## src/rtl/cache_pkg.sv

```systemverilog
// Shared types and address-field helpers for the 2-way set-associative data cache.
package cache_pkg;

  typedef enum logic [2:0] {
    StIdle,
    StTag,
    StWb,
    StFill,
    StResp
  } state_e;

  function automatic int unsigned calc_off_w(input int unsigned words);
    return $clog2(words);
  endfunction

  function automatic int unsigned calc_idx_w(input int unsigned sets);
    return $clog2(sets);
  endfunction

  function automatic int unsigned calc_tag_w(input int unsigned addr_w, input int unsigned sets,
                                             input int unsigned words);
    return addr_w - 2 - calc_off_w(words) - calc_idx_w(sets);
  endfunction

  function automatic logic [63:0] addr_field(input logic [63:0] addr, input int unsigned lsb,
                                             input int unsigned width);
    return (addr >> lsb) & ((64'd1 << width) - 64'd1);
  endfunction

  function automatic logic [63:0] addr_off(input logic [63:0] addr, input int unsigned words);
    return addr_field(addr, 2, calc_off_w(words));
  endfunction

  function automatic logic [63:0] addr_idx(input logic [63:0] addr, input int unsigned sets,
                                           input int unsigned words);
    return addr_field(addr, 2 + calc_off_w(words), calc_idx_w(sets));
  endfunction

  function automatic logic [63:0] addr_tag(input logic [63:0] addr, input int unsigned addr_w,
                                           input int unsigned sets, input int unsigned words);
    return addr_field(addr, 2 + calc_off_w(words) + calc_idx_w(sets),
                      calc_tag_w(addr_w, sets, words));
  endfunction

endpackage

```

## src/rtl/param_assoc_cache_if.sv

```systemverilog
// CPU-side and memory-side handshake signals of the cache, grouped as one bundle.
interface param_assoc_cache_if #(
  parameter int unsigned ADDR_W = 32,
  parameter int unsigned DATA_W = 32
);
  logic              cpu_req;
  logic              cpu_we;
  logic [ADDR_W-1:0] cpu_addr;
  logic [DATA_W-1:0] cpu_wdata;
  logic [DATA_W-1:0] cpu_rdata;
  logic              cpu_ready;
  logic              mem_req;
  logic              mem_we;
  logic [ADDR_W-1:0] mem_addr;
  logic [DATA_W-1:0] mem_wdata;
  logic [DATA_W-1:0] mem_rdata;
  logic              mem_ack;

  modport slave (
    input  cpu_req, cpu_we, cpu_addr, cpu_wdata, mem_rdata, mem_ack,
    output cpu_rdata, cpu_ready, mem_req, mem_we, mem_addr, mem_wdata
  );

  modport master (
    output cpu_req, cpu_we, cpu_addr, cpu_wdata, mem_rdata, mem_ack,
    input  cpu_rdata, cpu_ready, mem_req, mem_we, mem_addr, mem_wdata
  );
endinterface

```

## src/rtl/cache_way.sv

```systemverilog
// One way of the cache: valid/dirty/tag per set plus the line data, with combinational lookup.
module cache_way
  import cache_pkg::*;
#(
  parameter int unsigned   ADDR_W = 32,
  parameter int unsigned   DATA_W = 32,
  parameter int unsigned   SETS   = 16,
  parameter int unsigned   WORDS  = 4,
  localparam int unsigned  IDX_W  = calc_idx_w(SETS),
  localparam int unsigned  OFF_B  = (calc_off_w(WORDS) > 0) ? calc_off_w(WORDS) : 1,
  localparam int unsigned  TAG_W  = calc_tag_w(ADDR_W, SETS, WORDS)
) (
  input  logic              clk,
  input  logic              rst,
  input  logic [IDX_W-1:0]  i_idx,
  input  logic [OFF_B-1:0]  i_off,
  input  logic [TAG_W-1:0]  i_tag,
  output logic              o_hit,
  output logic              o_valid,
  output logic              o_dirty,
  output logic [TAG_W-1:0]  o_tag,
  output logic [DATA_W-1:0] o_rdata,
  input  logic              i_data_we,
  input  logic [OFF_B-1:0]  i_data_off,
  input  logic [DATA_W-1:0] i_data,
  input  logic              i_fill_done,
  input  logic              i_set_dirty
);

  logic [SETS-1:0]   r_valid;
  logic [SETS-1:0]   r_dirty;
  logic [TAG_W-1:0]  r_tag  [SETS];
  logic [DATA_W-1:0] r_data [SETS][WORDS];

  always_ff @(posedge clk) begin
    if (rst) begin
      r_valid <= '0;
      r_dirty <= '0;
    end else begin
      if (i_fill_done) begin
        r_valid[i_idx] <= 1'b1;
        r_dirty[i_idx] <= 1'b0;
      end
      if (i_set_dirty) begin
        r_dirty[i_idx] <= 1'b1;
      end
    end
  end

  // Tag and data arrays are deliberately left out of reset; valid gates their use.
  always_ff @(posedge clk) begin
    if (i_fill_done) begin
      r_tag[i_idx] <= i_tag;
    end
    if (i_data_we) begin
      r_data[i_idx][i_data_off] <= i_data;
    end
  end

  assign o_valid = r_valid[i_idx];
  assign o_dirty = r_dirty[i_idx];
  assign o_tag   = r_tag[i_idx];
  assign o_rdata = r_data[i_idx][i_off];
  assign o_hit   = r_valid[i_idx] && (r_tag[i_idx] == i_tag);

endmodule

```

## src/rtl/param_assoc_cache.sv

```systemverilog
// 2-way set-associative write-back/write-allocate data cache with LRU and hit/miss counters.
module param_assoc_cache
  import cache_pkg::*;
#(
  parameter int unsigned ADDR_W = 32,
  parameter int unsigned DATA_W = 32,
  parameter int unsigned SETS   = 16,
  parameter int unsigned WORDS  = 4,
  parameter int unsigned CNT_W  = 16
) (
  input  logic                 clk,
  input  logic                 rst,
  param_assoc_cache_if.slave   bus,
  output logic [CNT_W-1:0]     hit_count,
  output logic [CNT_W-1:0]     miss_count
);

  localparam int unsigned OFF_W = calc_off_w(WORDS);
  localparam int unsigned IDX_W = calc_idx_w(SETS);
  localparam int unsigned TAG_W = calc_tag_w(ADDR_W, SETS, WORDS);
  localparam int unsigned OFF_B = (OFF_W > 0) ? OFF_W : 1;

  state_e            r_state, w_state_d;
  logic [ADDR_W-1:0] r_addr;
  logic              r_we;
  logic [DATA_W-1:0] r_wdata;
  logic              r_refilled;
  logic              r_victim;
  logic              r_hit_way;
  logic [SETS-1:0]   r_lru;
  logic [OFF_B-1:0]  r_word;
  logic              r_mem_req;
  logic              r_mem_we;
  logic [ADDR_W-1:0] r_mem_addr;
  logic [DATA_W-1:0] r_mem_wdata;
  logic              r_cpu_ready;
  logic [DATA_W-1:0] r_cpu_rdata;
  logic [CNT_W-1:0]  r_hit_cnt;
  logic [CNT_W-1:0]  r_miss_cnt;

  logic [TAG_W-1:0]  w_tag;
  logic [IDX_W-1:0]  w_idx;
  logic [OFF_B-1:0]  w_off;
  logic [OFF_B-1:0]  w_rd_off;
  logic [1:0]        w_hit_v, w_valid, w_dirty;
  logic [1:0]        w_data_we, w_fill_done, w_set_dirty;
  logic [TAG_W-1:0]  w_way_tag   [2];
  logic [DATA_W-1:0] w_way_rdata [2];
  logic [OFF_B-1:0]  w_wr_off;
  logic [DATA_W-1:0] w_wr_data;
  logic              w_hit, w_hit_way;
  logic              w_victim_sel, w_victim_dirty;
  logic              w_mem_fire, w_last;
  logic [TAG_W-1:0]  w_vic_tag;
  logic [DATA_W-1:0] w_vic_rdata;
  logic [ADDR_W-1:0] w_wb_addr, w_fill_addr;

  assign w_tag = TAG_W'(addr_tag(64'(r_addr), ADDR_W, SETS, WORDS));
  assign w_idx = IDX_W'(addr_idx(64'(r_addr), SETS, WORDS));
  assign w_off = OFF_B'(addr_off(64'(r_addr), WORDS));

  // During write-back the ways are read at the burst word rather than the CPU word.
  assign w_rd_off = (r_state == StWb) ? r_word : w_off;

  for (genvar g = 0; g < 2; g++) begin : g_way
    cache_way #(
      .ADDR_W (ADDR_W),
      .DATA_W (DATA_W),
      .SETS   (SETS),
      .WORDS  (WORDS)
    ) u_way (
      .clk        (clk),
      .rst        (rst),
      .i_idx      (w_idx),
      .i_off      (w_rd_off),
      .i_tag      (w_tag),
      .o_hit      (w_hit_v[g]),
      .o_valid    (w_valid[g]),
      .o_dirty    (w_dirty[g]),
      .o_tag      (w_way_tag[g]),
      .o_rdata    (w_way_rdata[g]),
      .i_data_we  (w_data_we[g]),
      .i_data_off (w_wr_off),
      .i_data     (w_wr_data),
      .i_fill_done(w_fill_done[g]),
      .i_set_dirty(w_set_dirty[g])
    );
  end

  assign w_hit          = |w_hit_v;
  assign w_hit_way      = w_hit_v[1];
  assign w_victim_sel   = !w_valid[0] ? 1'b0 : (!w_valid[1] ? 1'b1 : r_lru[w_idx]);
  assign w_victim_dirty = w_valid[w_victim_sel] && w_dirty[w_victim_sel];
  assign w_mem_fire     = r_mem_req && bus.mem_ack;
  assign w_last         = (r_word == OFF_B'(WORDS - 1));
  assign w_vic_tag      = w_way_tag[r_victim];
  assign w_vic_rdata    = w_way_rdata[r_victim];

  assign w_wb_addr   = ADDR_W'((64'(w_vic_tag) << (IDX_W + OFF_W + 2)) |
                               (64'(w_idx) << (OFF_W + 2)) | (64'(r_word) << 2));
  assign w_fill_addr = ADDR_W'((64'(w_tag) << (IDX_W + OFF_W + 2)) |
                               (64'(w_idx) << (OFF_W + 2)) | (64'(r_word) << 2));

  always_comb begin
    w_data_we   = '0;
    w_fill_done = '0;
    w_set_dirty = '0;
    w_wr_off    = r_word;
    w_wr_data   = bus.mem_rdata;
    if (r_state == StFill && w_mem_fire) begin
      w_data_we[r_victim]   = 1'b1;
      w_fill_done[r_victim] = w_last;
    end
    if (r_state == StResp && r_we) begin
      w_data_we[r_hit_way]   = 1'b1;
      w_set_dirty[r_hit_way] = 1'b1;
      w_wr_off               = w_off;
      w_wr_data              = r_wdata;
    end
  end

  always_comb begin
    w_state_d = r_state;
    case (r_state)
      StIdle:  if (bus.cpu_req) w_state_d = StTag;
      StTag:   w_state_d = w_hit ? StResp : (w_victim_dirty ? StWb : StFill);
      StWb:    if (w_mem_fire && w_last) w_state_d = StFill;
      StFill:  if (w_mem_fire && w_last) w_state_d = StTag;
      StResp:  w_state_d = StIdle;
      default: w_state_d = StIdle;
    endcase
  end

  always_ff @(posedge clk) begin
    if (rst) begin
      r_state <= StIdle;
    end else begin
      r_state <= w_state_d;
    end
  end

  always_ff @(posedge clk) begin
    if (rst) begin
      r_addr      <= '0;
      r_we        <= 1'b0;
      r_wdata     <= '0;
      r_refilled  <= 1'b0;
      r_victim    <= 1'b0;
      r_hit_way   <= 1'b0;
      r_lru       <= '0;
      r_word      <= '0;
      r_mem_req   <= 1'b0;
      r_mem_we    <= 1'b0;
      r_mem_addr  <= '0;
      r_mem_wdata <= '0;
      r_cpu_ready <= 1'b0;
      r_cpu_rdata <= '0;
      r_hit_cnt   <= '0;
      r_miss_cnt  <= '0;
    end else begin
      r_cpu_ready <= 1'b0;
      case (r_state)
        StIdle: begin
          if (bus.cpu_req) begin
            r_addr     <= bus.cpu_addr;
            r_we       <= bus.cpu_we;
            r_wdata    <= bus.cpu_wdata;
            r_refilled <= 1'b0;
          end
        end
        StTag: begin
          if (w_hit) begin
            r_hit_way   <= w_hit_way;
            r_cpu_ready <= 1'b1;
            r_cpu_rdata <= w_way_rdata[w_hit_way];
            if (!r_refilled && r_hit_cnt != '1) r_hit_cnt <= r_hit_cnt + CNT_W'(1);
          end else begin
            r_victim <= w_victim_sel;
            r_word   <= '0;
            if (!r_refilled && r_miss_cnt != '1) r_miss_cnt <= r_miss_cnt + CNT_W'(1);
          end
        end
        StWb, StFill: begin
          // Request drops on ack and re-rises next cycle, leaving one idle cycle per word.
          if (r_mem_req) begin
            if (bus.mem_ack) begin
              r_mem_req <= 1'b0;
              r_mem_we  <= 1'b0;
              r_word    <= w_last ? '0 : r_word + OFF_B'(1);
              if (r_state == StFill && w_last) r_refilled <= 1'b1;
            end
          end else begin
            r_mem_req   <= 1'b1;
            r_mem_we    <= (r_state == StWb);
            r_mem_addr  <= (r_state == StWb) ? w_wb_addr : w_fill_addr;
            r_mem_wdata <= (r_state == StWb) ? w_vic_rdata : '0;
          end
        end
        StResp: begin
          r_lru[w_idx] <= ~r_hit_way;
        end
        default: ;
      endcase
    end
  end

  assign bus.cpu_ready = r_cpu_ready;
  assign bus.cpu_rdata = r_cpu_rdata;
  assign bus.mem_req   = r_mem_req;
  assign bus.mem_we    = r_mem_we;
  assign bus.mem_addr  = r_mem_addr;
  assign bus.mem_wdata = r_mem_wdata;
  assign hit_count     = r_hit_cnt;
  assign miss_count    = r_miss_cnt;

endmodule

```

## src/flat_wrapper.sv

```systemverilog
// flat-port wrapper written by rule: the top's interface ports become plain ports
module param_assoc_cache_flat import cache_pkg::*;
#(
  parameter int unsigned ADDR_W = 32,
  parameter int unsigned DATA_W = 32,
  parameter int unsigned SETS   = 16,
  parameter int unsigned WORDS  = 4,
  parameter int unsigned CNT_W  = 16
)
  (clk, rst, hit_count, miss_count, bus_cpu_req, bus_cpu_we, bus_cpu_addr, bus_cpu_wdata, bus_mem_rdata, bus_mem_ack, bus_cpu_rdata, bus_cpu_ready, bus_mem_req, bus_mem_we, bus_mem_addr, bus_mem_wdata);
  param_assoc_cache_if #(.ADDR_W(ADDR_W), .DATA_W(DATA_W)) bus_i ();
  input  logic clk;
  input  logic rst;
  output logic [CNT_W-1:0] hit_count;
  output logic [CNT_W-1:0] miss_count;
  input wire logic [$bits(bus_i.cpu_req)-1:0] bus_cpu_req;
  input wire logic [$bits(bus_i.cpu_we)-1:0] bus_cpu_we;
  input wire logic [$bits(bus_i.cpu_addr)-1:0] bus_cpu_addr;
  input wire logic [$bits(bus_i.cpu_wdata)-1:0] bus_cpu_wdata;
  input wire logic [$bits(bus_i.mem_rdata)-1:0] bus_mem_rdata;
  input wire logic [$bits(bus_i.mem_ack)-1:0] bus_mem_ack;
  output wire logic [$bits(bus_i.cpu_rdata)-1:0] bus_cpu_rdata;
  output wire logic [$bits(bus_i.cpu_ready)-1:0] bus_cpu_ready;
  output wire logic [$bits(bus_i.mem_req)-1:0] bus_mem_req;
  output wire logic [$bits(bus_i.mem_we)-1:0] bus_mem_we;
  output wire logic [$bits(bus_i.mem_addr)-1:0] bus_mem_addr;
  output wire logic [$bits(bus_i.mem_wdata)-1:0] bus_mem_wdata;
  assign bus_i.cpu_req = bus_cpu_req;
  assign bus_i.cpu_we = bus_cpu_we;
  assign bus_i.cpu_addr = bus_cpu_addr;
  assign bus_i.cpu_wdata = bus_cpu_wdata;
  assign bus_i.mem_rdata = bus_mem_rdata;
  assign bus_i.mem_ack = bus_mem_ack;
  assign bus_cpu_rdata = bus_i.cpu_rdata;
  assign bus_cpu_ready = bus_i.cpu_ready;
  assign bus_mem_req = bus_i.mem_req;
  assign bus_mem_we = bus_i.mem_we;
  assign bus_mem_addr = bus_i.mem_addr;
  assign bus_mem_wdata = bus_i.mem_wdata;
  param_assoc_cache #(.ADDR_W(ADDR_W), .DATA_W(DATA_W), .SETS(SETS), .WORDS(WORDS), .CNT_W(CNT_W)) u_core (.clk(clk), .rst(rst), .bus(bus_i), .hit_count(hit_count), .miss_count(miss_count));
endmodule
```

## config.mk

```make
export PLATFORM = sky130hd
export DESIGN_NAME = param_assoc_cache_flat
export DESIGN_NICKNAME = d
export VERILOG_FILES = /design/src/rtl/cache_pkg.sv /design/src/rtl/param_assoc_cache_if.sv /design/src/rtl/cache_way.sv /design/src/rtl/param_assoc_cache.sv /design/src/flat_wrapper.sv
export SDC_FILE = /design/constraint.sdc
export NUM_CORES = 2
export LEC_CHECK = 0
export ABC_AREA = 1
export ABC_CLOCK_PERIOD_IN_PS = 10150
export CORE_ASPECT_RATIO = 1.25
export CORE_UTILIZATION = 40
export CTS_CLUSTER_SIZE = 30
export DETAILED_ROUTE_END_ITERATION = 12
export DONT_BUFFER_PORTS = 1
export SLEW_MARGIN = 20
export SYNTH_ARGS = -nofsm -noshare
export SYNTH_HDL_FRONTEND = slang
export SYNTH_HIERARCHICAL = 1
export SYNTH_MEMORY_MAX_BITS = 65536
export SYNTH_SLANG_ARGS = --single-unit
```

## constraint.sdc

```tcl
create_clock -name clk -period 10.15 [get_ports clk]
set_clock_uncertainty 0.1 [all_clocks]
set_input_delay 1.015 -clock clk [delete_from_list [all_inputs] [get_ports clk]]
set_output_delay 1.015 -clock clk [all_outputs]
set_load 0.01 [all_outputs]
```

# Word-level counts from Yosys, hierarchy flattened
# Memory sizes are Yosys's and may differ from the RTL's. A register that Yosys moved wholly into a read port is not among the register bits.
# Cells that the tools add are included.
word_totals:
  ff_bits: 284
  ramBits: 4864
  in_bits: 101
  output_inout_bits: 131
  word_cells: 201
  memories: 4
memory_table:
  columns: ["memory", "words", "word_bits", "rd", "rd_ports_with_merged_regs", "wr", "line", "text"]
  rows:
  - ["u_core.g_way[0].u_way.r_data", 16, 128, 1, 1, 1, "cache_way.sv:33", "logic [DATA_W-1:0] r_data [SETS][WORDS];"]
  - ["u_core.g_way[1].u_way.r_data", 16, 128, 1, 1, 1, "cache_way.sv:33", null]
  - ["u_core.g_way[0].u_way.r_tag", 16, 24, 1, 1, 1, "cache_way.sv:32", "logic [TAG_W-1:0] r_tag [SETS];"]
  - ["u_core.g_way[1].u_way.r_tag", 16, 24, 1, 1, 1, "cache_way.sv:32", null]
classes:
  add_sub_neg: 3
  magnitude_cmp: 12
  n_eq_ne: 17
  muxes: 92
  bitwise: 21
  n_reduce_logical: 31
ops:
  columns: ["op", "n"]
  rows:
  - ["32-bit 2-to-1 mux", 14]
  - ["128-bit 2-to-1 mux", 2]
  - ["32-bit binary-select mux with 2-bit select", 2]
  - ["16-bit 2-to-1 mux", 6]
  - ["24-bit 2-to-1 mux", 3]
  - ["32-bit demux with 2-bit select", 1]
  - ["16-bit OR", 4]
  - ["32-bit by 4-bit OR with 32-bit output", 2]
  - ["32-bit by 8-bit OR with 32-bit output", 2]
  - ["24-bit == test", 2]
  - ["16-bit by 1-bit adder with 16-bit output (second input constant)", 2]
  - ["16-bit bitwise AND", 2]
  - ["4-bit 2-to-1 mux", 8]
  - ["16-bit != test (second input constant)", 2]
  - ["1-bit 2-to-1 mux", 30]
  - ["1-bit binary-select mux with 4-bit select", 5]
  - ["2-bit 2-to-1 mux", 10]
  - ["16-bit bitwise mux", 1]
  - ["16-bit inverter", 1]
  - ["1-bit logical AND", 14]
  - ["3-bit 2-to-1 mux", 4]
  - ["3-bit one-hot mux with 4 select lines", 1]
  - ["2-bit AND reduction", 5]
  - ["3-bit AND reduction", 3]
  - ["other kinds (29)", 50]

# Logic depth before layout (Yosys ltp)
depth:
  ltp_word: 10
  ltp_mapped: 28
  depth_no_buf: 26

# Cells and area by module
# Netlist, hierarchy kept.
by_module_without_submodules:
  columns: ["module", "n_inst", "cells_per_inst", "area_per_inst_um2"]
  rows:
  - ["cache_way at u_core.g_way[0].u_way", 1, 6390, 93224.4]
  - ["cache_way at u_core.g_way[1].u_way", 1, 6391, 93136.8]
  - ["param_assoc_cache", 1, 1452, 9908.3]

# Worst setup path after synthesis
# OpenSTA, ideal clock, no wires.
synth_path:
  path_kind: "register to register"
  startpoint: "reg u_core.r_state[2]"
  endpoint: "mem u_core/g_way[0].u_way/r_data[0][0] (netlist name) (data pin)"
  setup_time_ns: 1.197
  arrival_time_ns: 6.035
  slack_ns: 2.817
  path_stages_with_launch: 6
  n_path_buf: 1
  period_less_slack_ns: 7.333
  cell_sequence: "dfxtp_1 > nand2_1 > inv_1 > nand2_1 > clkbuf_1 > o21ai_0"
synth_between:
  elab_chain_cells: 3
synth_lines:
  columns: ["item", "line", "text"]
  rows:
  - ["from (decl)", "param_assoc_cache.sv:23", "state_e r_state, w_state_d;"]
  - ["from (signal assigned)", "param_assoc_cache.sv:136", "r_state <= StIdle;"]
  - ["from (signal assigned)", "param_assoc_cache.sv:138", "r_state <= w_state_d;"]
  - ["3-bit == test", "param_assoc_cache.sv:114", "if (r_state == StResp && r_we) begin"]
  - ["1-bit logical AND", "param_assoc_cache.sv:114", null]
  - ["32-bit 2-to-1 mux", "param_assoc_cache.sv:114", null]
  - ["net u_core.w_wr_data[0]", "param_assoc_cache.sv:50", "logic [DATA_W-1:0] w_wr_data;"]
  - ["to (decl)", "cache_way.sv:33", null]
# The timed path passes the listed nets, and every way through them passes these cells.

# Worst setup path in the final report
layout_path:
  startpoint: "reg u_core.r_addr[4]"
  endpoint: "reg u_core.r_hit_cnt[10], in the netlist u_core/hit_count[10]"
layout_between:
  elab_chain_cells: 5
layout_lines:
  columns: ["item", "line", "text"]
  rows:
  - ["from (decl)", "param_assoc_cache.sv:24", "logic [ADDR_W-1:0] r_addr;"]
  - ["from (signal assigned)", "param_assoc_cache.sv:165", "r_addr <= bus.cpu_addr;"]
  - ["1-bit binary-select mux with 4-bit select", "cache_way.sv:64", "assign o_hit = r_valid[i_idx] && (r_tag[i_idx] == i_tag);"]
  - ["1-bit 2-to-1 mux (not written as such)", "cache_way.sv:64", null]
  - ["1-bit logical AND", "cache_way.sv:64", null]
  - ["net u_core.w_hit_v[1]", "param_assoc_cache.sv:45", "logic [1:0] w_hit_v, w_valid, w_dirty;"]
  - ["2-bit OR reduction", "param_assoc_cache.sv:90", "assign w_hit = |w_hit_v;"]
  - ["3-bit AND reduction (no line)", null, null]
  - ["to (signal assigned)", "param_assoc_cache.sv:176", "if (!r_refilled && r_hit_cnt != '1) r_hit_cnt <= r_hit_cnt + CNT_W'(1);"]
  - ["to (decl)", "param_assoc_cache.sv:38", "logic [CNT_W-1:0] r_hit_cnt;"]
# The timed path passes the listed nets, and every way through them passes these cells. The select of a mux whose other input is x is not followed.
# A chain may end at the register's enable or synchronous reset.

==> reports/metrics.cfg <==
[outcome]
outcome = completed

[global_routing]
grt_start_max_net_pins = 173
antenna_found_initial = 34
gr-total-overflow = 0
grt_first_pass_wirelength_um = 861000
global_route.usage.total_pct = 24.2
vias_in_the_first_global_route = 116000

[worst_setup_path]
timing.setup.critical_path_class = reg2reg
crit_end_category = flip-flop
setup.worst_path.start_class = flip-flop
req_time_crit_path_ns = 11.04
critical-path-top-cell-by-count = sky130_fd_sc_hd__nand2_1
critical_path_peak_fanout = 138
critPathLaunch = u_core/r_addr[4]
cpMaxStageDelayCell = sky130_fd_sc_hd__dfxtp_4
cp.arrival_ns = 7.28
timing.rr.start = u_core/r_addr[4]
slowest_delay_ns = 0.69

[logic_synthesis]
synth_xor_area_share_pct = 0.0535
netlist_area_um2 = 196000
ys_top_cells_by_count = sky130_fd_sc_hd__edfxtp_1, sky130_fd_sc_hd__nand2_1, sky130_fd_sc_hd__a22oi_1
ys_async_sr_fraction_pct = 0
number_of_standard_cells_after_synthesis = 14200
yosys.area.top_type = sky130_fd_sc_hd__edfxtp_1
syn_avg_cell_area_um2 = 13.8
mux_share_of_post_synthesis_cell_area_pct = 0
dominant_combinational_cell_family_by_area_after_synthesis = compound AO/OA/AOI/OAI gates
yosys_warnings = 6
yosys_register_bits = 5144
synthTopCellsByArea = sky130_fd_sc_hd__edfxtp_1, sky130_fd_sc_hd__nand2_1, sky130_fd_sc_hd__a22oi_1
synth_compound_gate_area_share_pct = 10.9
synth_simple_gate_area_share_pct = 9.24
top_count_cell_post_synth = sky130_fd_sc_hd__edfxtp_1
dominantRegCellSynth = sky130_fd_sc_hd__edfxtp_1
count_of_flip_flops_with_a_built_in_enable_after_synthesis = 4864
synth_top_area_share_pct = 74.4
netlist-cell-type-count = 44
ys_seq_area_share_pct = 77.3
adder_cell_share_of_the_synthesized_area_pct = 0.0191

[min_path]
hp-class = in2reg
worst_hold_startpoint = bus_cpu_wdata[16]

[final_layout]
design.final.nets = 14400
drive_above_1_share_pct = 9.29
fillCellCount = 42600
flow.area_growth_from_synthesis_pct = 13.0
post_route_core_utilization_pct = 45.4
multiInputGateArea_um2 = 41400
area.sequential_um2 = 152000

[timing]
setup_viol_count_final = 0
period_minus_slack_ns = 6.40
timing.max_slew.rel_slack_pct = 19.6
max_clock_freq_mhz = 156
setup_repair_after_global_routing_missed_its_margin = no
final_min_period_over_clock_period_pct = 63.0
hold_viol = 0
max_slew.worst_pin.slew_ns = 1.20
final.setup.tns_ns = 0
drv_slew = 0

[clocking]
ctsLongestPathBuffers = 4
cts.root.buffer_cell = sky130_fd_sc_hd__clkbuf_16
cts-hold-fix-buffers = 44
post_cts_resized = 0
cts_tree = built
h-tree-depth = 5
worstSkewPairLatency_ns = 1.08
tritoncts.num_buffers = 481
cts_setup_buffers = 0
clk_pin_slew_ns = 0.06
clock-sinks = 5144

[die]
boundaryPins = 232
start_util_pct = 40.2
fp.dieH_um = 785
std_cell_rows = 287
die-area_um2 = 493000
die-width_um = 629
core_um2 = 489000

[route]
num_vias = 123000
avgRoutedWirePerCell_um = 29.2
finalWirelength_um = 619000
remaining_drc_errors = 0
dr.first_iter.drc_count = 14400
first_pass_iters = 6
antenna_violating_nets_post_route = 0
post_drt_via_cell_ratio = 5.79

[power]
irDropWorstVdd_v = 0.000305
cellPowerDensity_nw_per_um2 = 284
p_leak_uw = 0.0719

[job]
max_cap_viol_count = 0

[placement]
gp_congestion = 0.832
dpl.hpwl_um = 329000
placement.io_buffers = 0

==> worst paths after layout <==
kind	slack (ns)	endpoint	depth (start not counted)
worst max-delay path	3.75	u_core/hit_count[10]	26
worst min-delay path	0.06	u_core/r_wdata[16]	2
worst max register to register	3.75	u_core/hit_count[10]	26
worst min register to register	0.35	u_core/g_way[1].u_way/r_valid[7]	2
==> report_power, final <==
group	leakage (uW)	internal [uW]	total, uW	switching, uW
sequential	0.0461	23900	24200	286
clock	0.00766	10100	18000	7940
combinational	0.0181	4910	20800	15900
total	0.0719	38900	63000	24100
==> area by class of cell <==
class / count / area share [%]
diodes: 30 / 0.0338
clock buffers: 609 / 5.83
clock inverters: 292 / 1.22
inverters: 310 / 0.557
multi-input cells: 7921 / 18.6
flip-flops and latches: 5144 / 68.4
well taps: 6502 / 3.67
repair buffers: 419 / 1.67
==> sequential cells by signal, summed over array words and instances, names as in the netlist <==
| name | flops |
|---|---|
| u_core/bus.mem_req | 1 |
| u_core/g_way.u_way/r_valid | 32 |
| u_core/bus.cpu_rdata | 32 |
| u_core/bus.cpu_ready | 1 |
| u_core/bus.mem_we | 1 |
| u_core/bus.mem_wdata | 32 |
| u_core/r_lru | 16 |
| u_core/r_state | 3 |
| u_core/r_word | 2 |
| u_core/r_hit_way | 1 |
| u_core/g_way.u_way/r_tag | 768 |
| u_core/bus.mem_addr | 30 |
| u_core/r_refilled | 1 |
| u_core/g_way.u_way/r_dirty | 32 |
| u_core/hit_count | 16 |
| u_core/r_wdata | 32 |
| u_core/miss_count | 16 |
| u_core/r_we | 1 |
| u_core/r_addr | 30 |
| u_core/r_victim | 1 |
| u_core/g_way.u_way/r_data | 4096 |
==> metal layers <==
layer  vias to the layer above  part of all wire (%)  track usage, %
met5                         -                0.0092               0
li1                      53200                     -               -
met2                      6136                    48            40.5
met1                     62200                    36            29.7
met3                      1270                   9.1            4.43
met4                         8                   6.5            13.8
==> per-stage QoR <==
| stage | worst slack (ns) | cell area [um2] | hold slack, ns | total power, uW | std cells |
|---|---|---|---|---|---|
| 3_5_place_dp | 3.79 | 205000 | 0.342 | 45000 | 20200 |
| 2_1_floorplan | 2.82 | 196000 | 0.325 | 36400 | 14200 |
| 4_1_cts | 3.81 | 222000 | 0.00190 | 62800 | 21200 |
| 5_1_grt | 3.30 | 222000 | 0.0543 | 65100 | 21200 |
| 6_report | 3.75 | 222000 | 0.0607 | 63000 | 21200 |
| 3_3_place_gp | 3.80 | 205000 | 0.337 | 44900 | 20200 |
==> critical path: cells and delay by family (launching register included) <==
family	cells	cell delay [ns]
flops	1	0.69
buf+inv	6	2.10
simple gates	20	3.13
==> kinds of logic after synthesis <==
kind of cell,count (synthesis)
and+or+nand+nor,4572
DFF,5144
buffers and inverters,1169
AOI/OAI and AO/OA,3332
adders and majority gates,3
other,1
xor gates and xnor gates,12
==> layout by cell type, fill, tap and decap left out, types with 10 or more instances in the layout <==
master	Yosys	layout
sky130_fd_sc_hd__a21oi_1	1037	1037
sky130_fd_sc_hd__a221oi_1	13	13
sky130_fd_sc_hd__a22oi_1	1670	1670
sky130_fd_sc_hd__a31oi_1	259	259
sky130_fd_sc_hd__buf_12	0	28
sky130_fd_sc_hd__buf_4	20	346
sky130_fd_sc_hd__bufinv_16	0	43
sky130_fd_sc_hd__clkbuf_1	410	98
sky130_fd_sc_hd__clkbuf_16	0	492
sky130_fd_sc_hd__clkbuf_8	0	18
sky130_fd_sc_hd__clkinv_1	7	104
sky130_fd_sc_hd__clkinv_2	0	105
sky130_fd_sc_hd__clkinvlp_4	0	13
sky130_fd_sc_hd__dfxtp_1	280	277
sky130_fd_sc_hd__diode_2	0	30
sky130_fd_sc_hd__dlygate4sd3_1	0	39
sky130_fd_sc_hd__edfxtp_1	4864	4864
sky130_fd_sc_hd__inv_1	279	273
sky130_fd_sc_hd__inv_2	24	16
sky130_fd_sc_hd__inv_6	0	17
sky130_fd_sc_hd__nand2_1	3443	3438
sky130_fd_sc_hd__nand3_1	326	318
sky130_fd_sc_hd__nand3_2	2	10
sky130_fd_sc_hd__nand4_1	22	22
sky130_fd_sc_hd__nor2_1	472	307
sky130_fd_sc_hd__nor2_4	7	174
sky130_fd_sc_hd__nor3_1	267	267
sky130_fd_sc_hd__o211ai_1	15	15
sky130_fd_sc_hd__o21ai_0	267	229
sky130_fd_sc_hd__o21ai_1	35	37
sky130_fd_sc_hd__o21ai_4	0	34
sky130_fd_sc_hd__o21bai_1	21	21
Power figures use the tool's default switching activity.
